--- config.mk ---
export PLATFORM = sky130hd
export DESIGN_NAME = register_file_flat
export DESIGN_NICKNAME = d
export VERILOG_FILES = /design/src/rtl/nachi_pkg.sv /design/src/rtl/register_file_if.sv /design/src/rtl/ThirtyTwoWayDecoder.sv /design/src/rtl/reg_cell.sv /design/src/rtl/register_file.sv /design/src/flat_wrapper.sv
export SDC_FILE = /design/constraint.sdc
export NUM_CORES = 2
export LEC_CHECK = 0
export ABC_AREA = 0
export BUFFER_PORTS_ARGS = -buffer_cell sky130_fd_sc_hd__buf_2
export CELL_PAD_IN_SITES_DETAIL_PLACEMENT = 0
export CELL_PAD_IN_SITES_GLOBAL_PLACEMENT = 1
export CORE_UTILIZATION = 49
export CTS_CLUSTER_DIAMETER = 120
export DETAILED_ROUTE_END_ITERATION = 10
export PLACE_DENSITY = 0.84
export RECOVER_POWER = 25
export SLEW_MARGIN = 20
export SYNTH_ARGS = -nofsm -noshare
export SYNTH_HDL_FRONTEND = slang
export SYNTH_SLANG_ARGS = --single-unit
export TNS_END_PERCENT = 100
--- constraint.sdc ---
create_clock -name clk -period 2.41 [get_ports clk]
set_clock_uncertainty 0.1 [all_clocks]
set_input_delay 0.1205 -clock clk [delete_from_list [all_inputs] [get_ports clk]]
set_output_delay 0.1205 -clock clk [all_outputs]
set_load 0.005 [all_outputs]
--- src/rtl/nachi_pkg.sv ---
// Shared definitions for the register-file slice: register count, address
// width and the hard-wired zero register.
package nachi_pkg;

   localparam int NUM_REGS   = 32;
   localparam int REG_ADDR_W = 5;

   typedef logic [REG_ADDR_W-1:0] reg_addr_t;

   localparam reg_addr_t ZERO_REG = 5'd0;

endpackage : nachi_pkg

--- src/rtl/register_file_if.sv ---
// Operand/writeback bundle of the register file: one write port and two
// combinational read ports.
interface register_file_if
   import nachi_pkg::*;
#(
   parameter int WIDTH = 32
) ();

   logic             WE;
   reg_addr_t        WA;
   logic [WIDTH-1:0] WD;
   reg_addr_t        RA1;
   reg_addr_t        RA2;
   logic [WIDTH-1:0] RD1;
   logic [WIDTH-1:0] RD2;

   modport master (
      output WE, WA, WD, RA1, RA2,
      input  RD1, RD2
   );

   modport slave (
      input  WE, WA, WD, RA1, RA2,
      output RD1, RD2
   );

endinterface : register_file_if

--- src/rtl/ThirtyTwoWayDecoder.sv ---
// Enable-gated 5-to-32 one-hot decoder; with A low the output is all zero
// whatever S is, so an unknown select cannot raise a strobe.
module ThirtyTwoWayDecoder (
   input  logic        A,
   input  logic [4:0]  S,
   output logic [31:0] F
);

   // One-hot decode of S, qualified by A
   always_comb begin
      F = 32'd0;
      if (A) begin
         F[S] = 1'b1;
      end else begin
         F = 32'd0;
      end
   end

endmodule : ThirtyTwoWayDecoder

--- src/rtl/reg_cell.sv ---
// One register row: WIDTH-bit flop with synchronous clear (dominant) and
// load enable.
module reg_cell #(
   parameter int WIDTH = 32
) (
   input  logic             clk,
   input  logic             clr,
   input  logic             en,
   input  logic [WIDTH-1:0] d,
   output logic [WIDTH-1:0] q
);

   logic [WIDTH-1:0] q_r;

   // Row storage: clear beats load
   always_ff @(posedge clk) begin
      if (clr) begin
         q_r <= {WIDTH{1'b0}};
      end else if (en) begin
         q_r <= d;
      end else begin
         q_r <= q_r;
      end
   end

   assign q = q_r;

endmodule : reg_cell

--- src/rtl/register_file.sv ---
// 32 x WIDTH register file, R0 reads as zero; one synchronous write port and
// two combinational read ports with optional write-to-read bypass.
module register_file
   import nachi_pkg::*;
#(
   parameter int WIDTH  = 32,
   parameter bit BYPASS = 1'b1
) (
   input logic            clk,
   input logic            rst,
   register_file_if.slave rf
);

   logic [NUM_REGS-1:0]            row_we_s;
   logic [NUM_REGS-1:0][WIDTH-1:0] regs_s;
   logic [WIDTH-1:0]               rd1_s;
   logic [WIDTH-1:0]               rd2_s;
   logic                           unused_row0_s;

   ThirtyTwoWayDecoder u_dec (
      .A (rf.WE),
      .S (rf.WA),
      .F (row_we_s)
   );

   // R0 has no storage; its strobe is deliberately dropped
   assign unused_row0_s = row_we_s[0];
   assign regs_s[0]     = {WIDTH{1'b0}};

   for (genvar i = 1; i < NUM_REGS; i++) begin : g_row
      reg_cell #(
         .WIDTH (WIDTH)
      ) u_cell (
         .clk (clk),
         .clr (rst),
         .en  (row_we_s[i]),
         .d   (rf.WD),
         .q   (regs_s[i])
      );
   end

   // Read port 1: reset and R0 force zero, then bypass, then stored value
   always_comb begin
      rd1_s = {WIDTH{1'b0}};
      if (rst || (rf.RA1 == ZERO_REG)) begin
         rd1_s = {WIDTH{1'b0}};
      end else if ((BYPASS != 1'b0) && rf.WE && (rf.WA == rf.RA1)) begin
         rd1_s = rf.WD;
      end else begin
         rd1_s = regs_s[rf.RA1];
      end
   end

   // Read port 2: same priority as port 1
   always_comb begin
      rd2_s = {WIDTH{1'b0}};
      if (rst || (rf.RA2 == ZERO_REG)) begin
         rd2_s = {WIDTH{1'b0}};
      end else if ((BYPASS != 1'b0) && rf.WE && (rf.WA == rf.RA2)) begin
         rd2_s = rf.WD;
      end else begin
         rd2_s = regs_s[rf.RA2];
      end
   end

   assign rf.RD1 = rd1_s;
   assign rf.RD2 = rd2_s;

endmodule : register_file
--- src/flat_wrapper.sv ---
// flat-port wrapper written by rule: the top's interface ports become plain ports
module register_file_flat import nachi_pkg::*;
#(
   parameter int WIDTH  = 32,
   parameter bit BYPASS = 1'b1
)
  (clk, rst, rf_WE, rf_WA, rf_WD, rf_RA1, rf_RA2, rf_RD1, rf_RD2);
  register_file_if #(.WIDTH(WIDTH)) rf_i ();
  input logic clk;
  input logic rst;
  input wire logic [$bits(rf_i.WE)-1:0] rf_WE;
  input wire logic [$bits(rf_i.WA)-1:0] rf_WA;
  input wire logic [$bits(rf_i.WD)-1:0] rf_WD;
  input wire logic [$bits(rf_i.RA1)-1:0] rf_RA1;
  input wire logic [$bits(rf_i.RA2)-1:0] rf_RA2;
  output wire logic [$bits(rf_i.RD1)-1:0] rf_RD1;
  output wire logic [$bits(rf_i.RD2)-1:0] rf_RD2;
  assign rf_i.WE = rf_WE;
  assign rf_i.WA = rf_WA;
  assign rf_i.WD = rf_WD;
  assign rf_i.RA1 = rf_RA1;
  assign rf_i.RA2 = rf_RA2;
  assign rf_RD1 = rf_i.RD1;
  assign rf_RD2 = rf_i.RD2;
  register_file #(.WIDTH(WIDTH), .BYPASS(BYPASS)) u_core (.clk(clk), .rst(rst), .rf(rf_i));
endmodule
Word level (Yosys, flattened, before mapping)
Cells that the tools add are included.
Widths: inputs -> output; s select.
- output and inout bits: 64
- input bits: 50
- bits in registers: 992
- logic and storage cells: 55
- eq/ne operators: 2
- magnitude comparators: 4
- reductions and logical operators: 7
- muxes and demuxes: 11
- operator list (operator ; number):
    $bmux 32 s5 ; 2
    $mux 32 ; 7
    $lt 5x6->1 const B ; 3
    $eq 5x5->1 ; 2
    $logic_not 5->1 ; 2
    $demux 1 s5 ; 1
    $ge 5x1->1 const B ; 1
    $logic_and 1x1->1 ; 3
    $logic_or 1x1->1 ; 2
    $mux 1 ; 1

Longest topological paths before layout
- word-level depth: 5
- gate-level depth with buffers: 10

Cells and area by module
From an unflattened synthesis, not the netlist that was laid out.
- cells, all modules: 4742
- area, all modules: 53201.0 µm²
- by module, submodules not included (module ; sequential area each (µm²) ; area an instance (µm²) ; cells each ; times used):
    reg_cell ; 640.6 ; 1163.6 ; 103 ; 31
    register_file ; 0.0 ; 16898.7 ; 1502 ; 1
    ThirtyTwoWayDecoder ; 0.0 ; 230.2 ; 47 ; 1

Worst setup path after synthesis
OpenSTA, ideal clock, no wires.
- kind: input-to-output
- from: input port rf_RA1[0]
- to: output port rf_RD1[11]
- buffers on the path: 3
- arrival time: 1.679 ns
- slack: 0.510 ns
- cell stages on the path: 7
- data required time: 2.190 ns
- cells stage by stage: buf_2 buf_2 buf_2 mux4_2 nand2_1 nand3_1 a32o_1
- word-level cells in the longest chain between the ends: 4
- RTL lines (element ; RTL line ; RTL):
    start, declared ; flat_wrapper.sv:14 ; input wire logic [$bits(rf_i.RA1)-1:0] rf_RA1;
    $bmux 32 s5 / $eq 5x5->1 (equally long branches) ; register_file.sv:50, register_file.sv:47 ;
    $mux 32 (not written as such) / $logic_and 1x1->1 (equally long branches) ; register_file.sv:50, register_file.sv:47 ;
    $mux 32 ; register_file.sv:47 ; end else if ((BYPASS != 1'b0) && rf.WE && (rf.WA == rf.RA1)) begin
    $mux 32 * ; register_file.sv:45 ; if (rst || (rf.RA1 == ZERO_REG)) begin
    end, declared ; flat_wrapper.sv:16 ; output wire logic [$bits(rf_i.RD1)-1:0] rf_RD1;
Mark *: on every way between the ends. The rest lies on a longest branch, timed or not. The select of a mux whose other input is x is not followed.

Worst setup path after layout
- from: register u_core.g_row[26].u_cell.q_r[30]
- to: output port rf_RD2[30]
- word-level cells in the longest chain between the ends: 4
- RTL lines (element ; RTL line ; RTL):
    start, declared ; reg_cell.sv:13 ; logic [WIDTH-1:0] q_r;
    start signal, assigned ; reg_cell.sv:18 ; q_r <= {WIDTH{1'b0}};
    start signal, assigned ; reg_cell.sv:22 ; q_r <= q_r;
    $bmux 32 s5 ; register_file.sv:62 ; rd2_s = regs_s[rf.RA2];
    $mux 32 (not written as such) ; register_file.sv:62 ;
    $mux 32 ; register_file.sv:59 ; end else if ((BYPASS != 1'b0) && rf.WE && (rf.WA == rf.RA2)) begin
    $mux 32 ; register_file.sv:57 ; if (rst || (rf.RA2 == ZERO_REG)) begin
    end, declared ; flat_wrapper.sv:17 ; output wire logic [$bits(rf_i.RD2)-1:0] rf_RD2;
No other way between the ends. The select of a mux whose other input is x is not followed.

==> key figures <==
Outcome
  – Status: finished with violations
  – Failing checks: setup timing

Synth
  – Synth Area in XOR/XNOR: 0.00153
  – Register bit total from synthesis: around 1000
  – Syn Area/Cell: 8.42 µm²
  – Mapped Nets: 6164
  – Synth Area in Simple Gates: 0.177
  – Post-synth ARST share: 0
  – Post-synthesis mux area share: 0.220
  – Post-Syn Instances: slightly above 6000
  – Mapped Area: 51500 µm²
  – Top_reg_cell synth: dfxtp_1
  – Yosys warnings: 0
  – Yosys cell types: 53
  – Post-synthesis sequential area ratio: 0.386
  – Largest family of logic cells by synthesized area: multiplexers
  – Synth Area in Compound Gates: 0.157
  – Synth Area in Adders: 0
  – Post-synth EDFFs: 0

Hold path
  – Worst hold path class: primary input to register
  – Hold Path Depth: 5

Setup path
  – Crit path max fanout: 3
  – Crit end category: output pin
  – R2R Setup Slk: 1.15 ns
  – WP data arrival: roughly 2.4 ns
  – Crit-path cells: mux4_2 -> a22o_1 -> a31oi_2 -> buf_4 -> a311oi_2 -> buf_2
  – Worst setup path end: rf_RD2[30]
  – Startpoint types: register
  – Required @ worst endpoint: 2.19 ns
  – RR Startpoint: u_core.g_row[1].u_cell.q[29]$_SDFFE_PP0P_
  – Crit path launch: u_core.g_row[26].u_cell.q[30]$_SDFFE_PP0P_
  – Reg2reg path depth: 3
  – Worst R2R End: u_core.g_row[1].u_cell.q[29]$_SDFFE_PP0P_
  – WS Path Type: register to output pin
  – Crit-path slowest cell: mux4_2
  – Worst path max stage delay: 0.47 ns

Clocking
  – Worst-skew pair later-pin latency: 0.71 ns
  – Root buffer cell: clkbuf_16
  – Clock Tree Buf Depth: 3
  – Clock Sinks: ~1000
  – Clock buffers created by TritonCTS: 109
  – CTS tree: done
  – Reg clk slew, reported paths: 0.06 ns
  – H-tree lvl count: 3

GRT
  – Total GRT Usage: 0.387
  – Largest net degree at the start of global routing: 194
  – Antenna violations before repair: 7
  – First-pass GRT wire length: around 310000 µm
  – Total grt overflow: 0
  – Vias in the first global route: 46851

Power
  – Total internal power: 28300 µW
  – Net switching power figure: around 10000 µW
  – Pwr Total: 38300 µW
  – Sw Ratio: 0.262
  – Max IR drop VDD: between 0.0005 and 0.0006 V
  – Sequential share of power: 0.434
  – Pwr Density: 627 nW/µm²
  – Leakage: slightly above 0.02 µW
  – Gate power share: 0.105
  – Clk network pwr share: 0.462

Detailed routing
  – Initial DRC Count: just over 7000
  – Vias: 49582
  – 1st-pass router iterations: 6
  – WL per Instance: 27.8 µm
  – Remaining DRCs: 0
  – Vias per inst: around 6.5
  – Final WL: between 200000 and 250000 µm
  – Antenna Nets Post-Route: 0

Die
  – Chip Width: 326 µm
  – Initial core utilization: 0.496
  – DIE HEIGHT: ~330 µm
  – Row cnt: 118
  – Total die area: 106000 µm²
  – IO Count: 114
  – Core ar.: 104000 µm²

Run
  – Max cap viols: 0

Finish
  – Max FFs per register: 992
  – Layout cells sized above 1: 0.247
  – Most frequent cells in the layout: nand2_1 (2165), a21oi_1 (1067), dfxtp_1 (821)
  – Multi-input logic area: ~30000 µm²
  – Area Overhead vs Synth: 18.6%
  – Fin nets: ~6200
  – Filler instances: roughly 8800
  – Fin cells: 7596
  – FF/Latch Area: 20100 µm²
  – Commonest non-fill, non-tap cell in the layout: nand2_1

Place
  – Placed Cells: around 7300
  – Final Wtd Congestion: around 0.95
  – Port Buffers: between 100 and 150
  – Dpl hpwl: 131000 µm

STA
  – Setup violations, final: 68
  – Slew Viols, Final: 0
  – Final WS setup: -0.250 ns
  – Fin. Hold Viols: 0
  – Min Tclk post-route: 2.66 ns
  – Fmax: 376 MHz
  – RSZ-0062 raised after global routing: yes
  – Period utilization: 1.10
  – Worst-Margin Slew: 1.44 ns
  – Slew HR: 0.0391
cells by family (layout without fill, tap and decap cells):
group / after synthesis / after routing
simple gates: 2363 / 2363
xor+xnor: 9 / 9
flops: 992 / 992
buf+inv: 655 / 750
compound gates: 1415 / 1415
mux: 680 / 680
other cells: 0 / 7
how the worst min path moves through the flow:
stage                                               start                                          to  slack [ns]
2_1_floorplan                                   rf_WD[11]  u_core.g_row[31].u_cell.q[11]$_SDFFE_PP0P_        0.29
3_3_place_gp   u_core.g_row[16].u_cell.q[25]$_SDFFE_PP0P_  u_core.g_row[16].u_cell.q[25]$_SDFFE_PP0P_        0.35
3_5_place_dp   u_core.g_row[18].u_cell.q[29]$_SDFFE_PP0P_  u_core.g_row[18].u_cell.q[29]$_SDFFE_PP0P_        0.36
4_1_cts                                          rf_WA[4]   u_core.g_row[3].u_cell.q[15]$_SDFFE_PP0P_        0.08
5_1_grt                                          rf_WA[4]   u_core.g_row[3].u_cell.q[15]$_SDFFE_PP0P_        0.12
6_report                                         rf_WA[4]   u_core.g_row[3].u_cell.q[15]$_SDFFE_PP0P_         0.1
layer usage:
metal	GRT usage	up-vias	routed length (µm)
li1	-	21262	-
met1	0.507	24012	78300
met2	0.591	3512	93300
met3	0.101	792	28000
met4	0.192	4	11900
met5	0	-	17
critical path: cells and delay by family, from the launching register on:
kind / cells / cell delay, ns
AOI/OAI and AO/OA: 3 / 0.56
muxes: 1 / 0.47
buffers and inverters: 2 / 0.37
DFF: 1 / 0.34
synthesized netlist by cell type, drive strengths merged (2+ instances only):
master / number / area share
nor3b: 3 / 0.00053
or3b: 2 / 0.00034
xnor2: 2 / 0.00034
and3: 4 / 0.00049
mux4: 352 / 0.15
a21oi: 1104 / 0.11
a311oi: 32 / 0.0054
buf: 219 / 0.026
o2111ai: 17 / 0.0029
clkbuf: 435 / 0.032
a32o: 6 / 0.0012
and2: 6 / 0.00073
o21ai: 26 / 0.0026
a221o: 26 / 0.0051
nor3: 14 / 0.0015
nand2b: 3 / 0.00036
o22ai: 18 / 0.0022
nor2b: 7 / 0.00085
mux2i: 217 / 0.042
a22oi: 39 / 0.0057
dfxtp: 992 / 0.39
nand3: 9 / 0.00097
nand3b: 16 / 0.0023
nor2: 73 / 0.0053
nand2: 2203 / 0.16
a211oi: 6 / 0.00087
mux2: 111 / 0.024
a22o: 72 / 0.012
a21o: 2 / 0.00029
a221oi: 15 / 0.0026
xor2: 7 / 0.0012
a2bb2oi: 17 / 0.0029
or2: 3 / 0.00036
a32oi: 32 / 0.0054
nand4: 17 / 0.0021
what timing repair did:
action | CTS | global route
gates resized for setup | 284 | 135
endpoints found under the setup margin | 63 | 64
buffers inserted | 12 | 4
endpoints found under the hold margin | 906 | 0
hold buffers | 35 | 0
pin swaps | 108 | 63
power by group through the flow:
stage	combinational [µW]	sequential, µW	clock, µW
6_report	4000	16600	17700
2_1_floorplan	2090	16900	0
3_5_place_dp	3610	17000	0
5_1_grt	4070	16600	18300
3_3_place_gp	3600	17000	0
4_1_cts	3810	16600	17700
layout make-up:
class                           instances  share of cell area
Inverter                                1           0.0000819
Multi-Input combinational cell       4467               0.495
Clock buffer                          161              0.0530
Sequential cell                       992               0.329
Clock inverter                         40             0.00807
Antenna cell                            7            0.000287
Timing Repair Buffer                  548              0.0867
Tap cell                             1380              0.0283
metrics by stage:
step	hold WS, ns	setup WS (ns)	util	setup TNS (ns)	cell area, µm²
after floorplan	0.291	0.510	-	0	51500
after detailed placement	0.357	-0.292	0.536	-0.830	55600
final	0.0965	-0.250	0.588	-6.97	61100
after CTS	0.0760	-0.217	0.586	-6.34	60900
after global routing	0.117	-0.273	0.588	-8.81	61100
after global placement	0.348	-0.279	0.536	-0.974	55600
Power figures use the tool's default switching activity.
